**config.mk**
```make
export PLATFORM = sky130hd
export DESIGN_NAME = writeback_register_file
export DESIGN_NICKNAME = d
export VERILOG_FILES = /design/src/rtl/writeback_register_file.sv
export SDC_FILE = /design/constraint.sdc
export NUM_CORES = 2
export LEC_CHECK = 0
export BUFFER_PORTS_ARGS = -buffer_cell sky130_fd_sc_hd__buf_2
export CAP_MARGIN = 30
export CORE_MARGIN = 2
export CORE_UTILIZATION = 58
export CTS_BUF_LIST = sky130_fd_sc_hd__clkbuf_8
export CTS_CLUSTER_SIZE = 40
export DETAILED_ROUTE_END_ITERATION = 7
export PLACE_DENSITY = 0.79
export SLEW_MARGIN = 30
export SYNTH_ARGS = -nofsm -noshare
export SYNTH_HDL_FRONTEND = slang
export SYNTH_SLANG_ARGS = --single-unit
```
**constraint.sdc**
```tcl
create_clock -name clk -period 2.4 [get_ports clk]
set_input_delay 0.36 -clock clk [delete_from_list [all_inputs] [get_ports clk]]
set_output_delay 0.36 -clock clk [all_outputs]
set_load 0.005 [all_outputs]
```
**src/rtl/writeback_register_file.sv**
```systemverilog
// -----------------------------------------------------------------------------
// writeback_register_file
//
// Writeback stage plus the 32 x N architectural register file of the
// five-stage MIPS pipeline. The MEM/WB entry selects a writeback value
// (ALU result, load data or the jal link address). When the entry writes a
// non-zero register, that value is committed on the next rising edge.
// Two combinational read ports serve the ID stage. Each read port has a
// write-first bypass, so ID sees a value in the same cycle it is written back.
//
// Ports:
//   clk            system clock, rising-edge active
//   reset          synchronous, active-high reset
//   WB_Control     [2] RegWrite, [1:0] MemtoReg
//   ReadData_WB    load value from MEM/WB
//   ALURes         ALU result from MEM/WB
//   PC2            PC+4 link address from MEM/WB
//   WriteRegister  destination register index
//   ReadRegister1  ID-stage rs index
//   ReadRegister2  ID-stage rt index
//   ReadData1      rs value, bypassed
//   ReadData2      rt value, bypassed
//   WriteData      selected writeback value (also the EX forwarding source)
//   WriteEnable    RegWrite qualified by WriteRegister != 0
//   RetiredWrites  count of committed register writes (wraps silently)
//
// Handshake: there is no valid/ready pair. One MEM/WB entry is accepted
// every cycle. Bubbles arrive with RegWrite = 0.
// -----------------------------------------------------------------------------
module writeback_register_file #(
   parameter int              N       = 32,
   parameter logic [N-1:0]    SP_INIT = 32'h7FFF_EFFC
) (
   input  logic          clk,
   input  logic          reset,
   input  logic [2:0]    WB_Control,
   input  logic [N-1:0]  ReadData_WB,
   input  logic [N-1:0]  ALURes,
   input  logic [N-1:0]  PC2,
   input  logic [4:0]    WriteRegister,
   input  logic [4:0]    ReadRegister1,
   input  logic [4:0]    ReadRegister2,
   output logic [N-1:0]  ReadData1,
   output logic [N-1:0]  ReadData2,
   output logic [N-1:0]  WriteData,
   output logic          WriteEnable,
   output logic [31:0]   RetiredWrites
);

   localparam logic [4:0] SP_INDEX = 5'd29;

   logic          regWrite;
   logic [1:0]    memToReg;
   logic [N-1:0]  regs [0:31];
   logic [31:0]   retiredCount;

   assign regWrite = WB_Control[2];
   assign memToReg = WB_Control[1:0];

   // Writeback select. The reserved encoding 2'b11 behaves as an ALU writeback.
   always_comb begin
      WriteData = ALURes;
      case (memToReg)
         2'b01:   WriteData = ReadData_WB;
         2'b10:   WriteData = PC2;
         default: WriteData = ALURes;
      endcase
   end

   // Writes to $zero are dropped here, so they are neither committed nor counted.
   assign WriteEnable = regWrite && (WriteRegister != 5'd0);

   // Read ports: $zero is hardwired to 0. Otherwise a matching write in flight
   // wins over the array contents (write-first).
   always_comb begin
      ReadData1 = regs[ReadRegister1];
      if (ReadRegister1 == 5'd0)
         ReadData1 = '0;
      else if (WriteEnable && (ReadRegister1 == WriteRegister))
         ReadData1 = WriteData;
   end

   always_comb begin
      ReadData2 = regs[ReadRegister2];
      if (ReadRegister2 == 5'd0)
         ReadData2 = '0;
      else if (WriteEnable && (ReadRegister2 == WriteRegister))
         ReadData2 = WriteData;
   end

   // Register array. Reset has priority over a write presented in the same
   // cycle. Entry 0 is cleared on reset and never written afterwards.
   always_ff @(posedge clk) begin
      if (reset) begin
         for (int i = 0; i < 32; i++) begin
            regs[i] <= (5'(i) == SP_INDEX) ? SP_INIT : '0;
         end
      end else if (WriteEnable) begin
         regs[WriteRegister] <= WriteData;
      end
   end

   // Retired-write counter. It wraps from all-ones to zero with no flag.
   always_ff @(posedge clk) begin
      if (reset)
         retiredCount <= '0;
      else if (WriteEnable)
         retiredCount <= retiredCount + 32'd1;
   end

   assign RetiredWrites = retiredCount;

endmodule
```
# == Word level (Yosys, flattened, before mapping) ==
# Memory sizes are Yosys's and may differ from the RTL's.
# Index checks and enable logic that the tools add are counted.
# Widths: inputs -> output; s select.
# totals
ramBits,1024
memories,1
register_bits,32
out_inout_bits,129
wordCells,27
input_bits,116
# memory_table
name,words,width,read_ports,rd_clocked_by_memory_dff,write_ports,line_no,source
regs,32,32,2,0,32,54,logic [N-1:0] regs [0:31];
# classes
n_eq_ne,4
n_reduce_logical,7
n_addsub,1
n_mux,13
# ops
op,count
$mux 32,5
$pmux 32 s2,1
$add 32x1->32 const B,1
$reduce_or 32->1,1
$eq 5x5->1,2
$logic_not 5->1,2
$mux 1,6
$mux 5,1
$reduce_bool 5->1,1
$logic_and 1x1->1,3
$eq 2x1->1 const B,1
$eq 2x2->1 const B,1

# == Longest topological paths before layout ==
# logic_depth
depth_word,7
ltp_mapped,10
depth_no_buf,7

# == Worst setup path before layout ==
# OpenSTA, ideal clock, no wires.
# synth_path
path_kind,input to register
startpoint,input port WriteRegister[1]
endpoint,memory regs[12][0] (enable)
t_arrival_ps,2143
path_slack_ps,-137
setup_ps,394
cell_stages,6
required_time_ps,2006
path_buffers,2
cell_sequence,buf_2 -> or2_1 -> clkbuf_2 -> nor3_2 -> nand2_1 -> nand2b_1
# synth_lines
item,line_no,source
start: declaration,40,"input logic [4:0] WriteRegister,"
end: declaration,54,

==> flow_metrics.py <==
metrics = {
    "timing": {
        "skew_ns": 0.00702,
        "period_minus_slack_ns": 3.24,
        "hold_ws_ns": 0.0498,
        "slew_headroom_pct": 30.3,
        "tightest_slew_ns": 1.04,
        "fmax_mhz": 308,
        "setup_viol": 65,
        "period_share_pct": 135,
        "finalWorstSetupSlack_ns": -0.843,
        "rsz0062_at_grt": "yes",
        "hold_violations": 0,
        "slew_viol_final": 0,
    },
    "hold_path": {
        "min_from": "ALURes[18]",
        "worstHoldPathType": "input pin to flop",
    },
    "clocking": {
        "clockBufferDepth": 3,
        "clock_tree.root_cell": "clkbuf_8",
        "cts-htree-levels": 4,
        "tritoncts": "done",
        "insertion_delay_ns": 0.87,
        "cts.clk_slew.worst_paths_ns": 0.06,
        "cts_made_buffers": 168,
        "cts.sinks": 1056,
    },
    "global_routing": {
        "grt_max_degree": 53,
        "grt_usage_pct": 42.4,
        "grt_overflow": 0,
        "grt_pass1_vias": 44500,
        "antenna_found_initial": 9,
        "grt_pass1_wl_um": 296000,
    },
    "drt": {
        "first_pass_iters": 8,
        "drt-total-wl_um": 209000,
        "avgViaCountPerCell": 7.33,
        "first_iter_violations": 8832,
        "wl_per_cell_um": 33.9,
        "drc": 6,
        "antenna_left": 0,
        "via_count": 45200,
    },
    "critical_path": {
        "worstPathMaxFanout": 2,
        "cp.required_ns": 2.04,
        "r2r_start": "RetiredWrites[5]",
        "start_kind": "flop",
        "end_kind": "primary output",
        "cp.arrival_ns": 2.88,
        "worstSetupPathType": "flop to primary output",
        "crit_start": "regs[6][22]",
    },
    "logic_synthesis": {
        "synth_area_um2": 55100,
        "async_flop_share_pct": 0,
        "synth.avg_cell_area_um2": 13.4,
        "synth_warnings": 0,
        "ys.flop_type": "edfxtp_1",
        "yosys.area.top_type_share_pct": 55.8,
        "ys_ff_latch": 1056,
        "yosys.cell_types.count": 74,
        "synth_top_cell_by_area": "edfxtp_1",
        "syn_inst": 4100,
        "synthTopCellsByArea": "edfxtp_1 56%, mux4_2 19%, nor2_1 7.2%, mux2i_1 2.6%, clkbuf_1 2.0%",
        "synth_seq_area_share_pct": 57.0,
        "synth_edf_count": 1024,
    },
    "floorplanning": {
        "die_area_um2": 97500,
        "initial_core_util_pct": 58.3,
        "core_area_um2": 94600,
        "rows": 113,
        "ioPinCount": 245,
        "dieWidth_um": 312,
        "die_y_um": 312,
    },
    "finish": {
        "final_cells": 6158,
        "fill_cells": 5701,
        "nets": 4886,
        "layout-drive-gt1-share_pct": 39.2,
        "area_growth_pct": 23.8,
        "post-route-util_pct": 72.1,
    },
    "power_and_ir_drop": {
        "pwr-share-comb_pct": 18.8,
        "leakage_nw": 24.6,
        "p_clk_share_pct": 32.8,
        "p_int_mw": 32.1,
        "cellPowerDensity_nw_per_um2": 660,
        "vdd_ir_drop_max_mv": 0.598,
        "swShare_pct": 28.6,
        "switchingPower_mw": 12.9,
        "sequentialPowerShare_pct": 48.4,
    },
    "placed_design": {
        "io_buffers": 244,
        "gp_congestion": 1.03,
        "place_inst": 5838,
        "post-dp-hpwl_um": 139000,
    },
    "run_status": {
        "failed_checks": "DRC, setup timing",
        "status": "complete, but fails checks",
    },
    "flow_run": {
        "cap_violations": 0,
    },
}
-- area by class of cell --
cell class              instances  area [um^2]  area share [%]
diodes                          6         15.0          0.0220
clock buffers                 174         2390            3.51
clock inverters               116          661           0.969
inverters                      46          180           0.264
multi-input cells            2595        23700            34.7
flip-flops and latches       1056        31400            46.0
well taps                    1265         1580            2.32
repair buffers                900         8320            12.2
-- power by group through the flow --
| stage | clock network [mW] | registers, mW | logic, mW |
|---|---|---|---|
| after detailed placement | 0 | 22.1 | 7.38 |
| after global routing | 15.3 | 21.8 | 8.56 |
| after global placement | 0 | 22.0 | 7.27 |
| after CTS | 14.6 | 21.7 | 7.86 |
| after floorplan | 0 | 21.9 | 3.86 |
| final | 14.8 | 21.8 | 8.47 |
-- synthesized netlist by cell type, types with 9 or more instances --
library cell,instances
o22ai_1,71
a22oi_1,101
nand4_1,19
mux4_2,458
a221oi_1,33
edfxtp_1,1024
a22o_1,15
and3_1,18
nand2b_1,41
o21a_1,15
nand2_1,145
or4_1,9
a221o_1,22
or3_1,11
o2bb2ai_1,9
dfxtp_1,32
a211oi_1,27
clkbuf_1,292
buf_6,9
buf_4,36
inv_1,43
nand3_1,39
xnor2_1,21
a21oi_1,84
buf_2,74
buf_1,22
mux2i_1,142
nor2_1,1063
o21ai_0,44
nor2b_1,16
nor3_1,15
mux2_2,26
-- logic make-up after synthesis --
kind of cell             after synthesis  share of synthesized area [%]
AO/OA/AOI/OAI                        495                           6.37
XOR/XNOR                              27                          0.429
adder cells (fa/ha/maj)                3                         0.0681
buffers and inverters                480                           3.81
flip-flops                          1056                           57.0
multiplexers                         626                           21.8
other                                  1                        0.00681
AND/OR/NAND/NOR                     1412                           10.5
-- metal layers --
layer / track usage (%) / vias to the layer above / wire (um)
met5: 0 / - / 124
met4: 30.3 / 12 / 18700
met3: 16.7 / 1284 / 37200
met2: 61.9 / 5162 / 90600
met1: 51.9 / 21700 / 62200
li1: - / 17000 / -
-- registers in the layout (all words and copies together) (netlist names) --
signal and count:
RetiredWrites 32, regs 1024
-- final timing paths --
check	to	slack, ns	cells past startpoint
min	regs[29][18]	0.05	4
max reg2reg	RetiredWrites[27]	0.31	5
max	ReadData2[22]	-0.84	7
min reg2reg	RetiredWrites[30]	0.49	2
-- critical path, cell delays in order (launching register included) --
cell and delay [ns]:
edfxtp_1 0.40, mux4_2 0.47, a22o_1 0.25, a221oi_4 0.36, o2bb2ai_2 0.17, buf_6 0.16, a211oi_1 0.05, buf_2 0.15
-- layout by cell type, fill, tap and decap left out, drive strengths merged, types with 19 or more instances in the layout --
cell    count
a211oi     27
a21oi      84
a221o      22
a221oi     33
a22oi     101
buf       896
clkbuf    175
clkinv     51
conb       32
dfxtp      32
edfxtp   1024
inv       100
mux2       26
mux2i     142
mux4      458
nand2     145
nand2b     41
nand3      40
nand4      19
nor2     1063
o21ai      46
o22ai      71
xnor2      21
-- metrics by stage --
step           TNS, ns  setup WS [ns]  power (mW)  cell area (um^2)
6_report        -39.16         -0.843        45.0             68200
5_1_grt         -40.50         -0.863        45.7             68200
3_3_place_gp   -161.50         -0.718        29.2             63100
3_5_place_dp   -195.32         -0.773        29.5             63100
4_1_cts         -38.38         -0.859        44.2             67600
2_1_floorplan   -13.11         -0.137        25.7             55200
-- timing repair --
| item | 4_1_cts | 5_1_grt |
|---|---|---|
| cloned | 0 | 1 |
| hold buffers | 3 | 0 |
| pin swaps | 146 | 52 |
| gates resized for setup | 270 | 87 |
| endpoints found under the setup margin | 68 | 71 |
| buffers inserted | 18 | 15 |
| endpoints found under the hold margin | 3 | 0 |
Note: power is estimated with default switching activity, not from simulation.
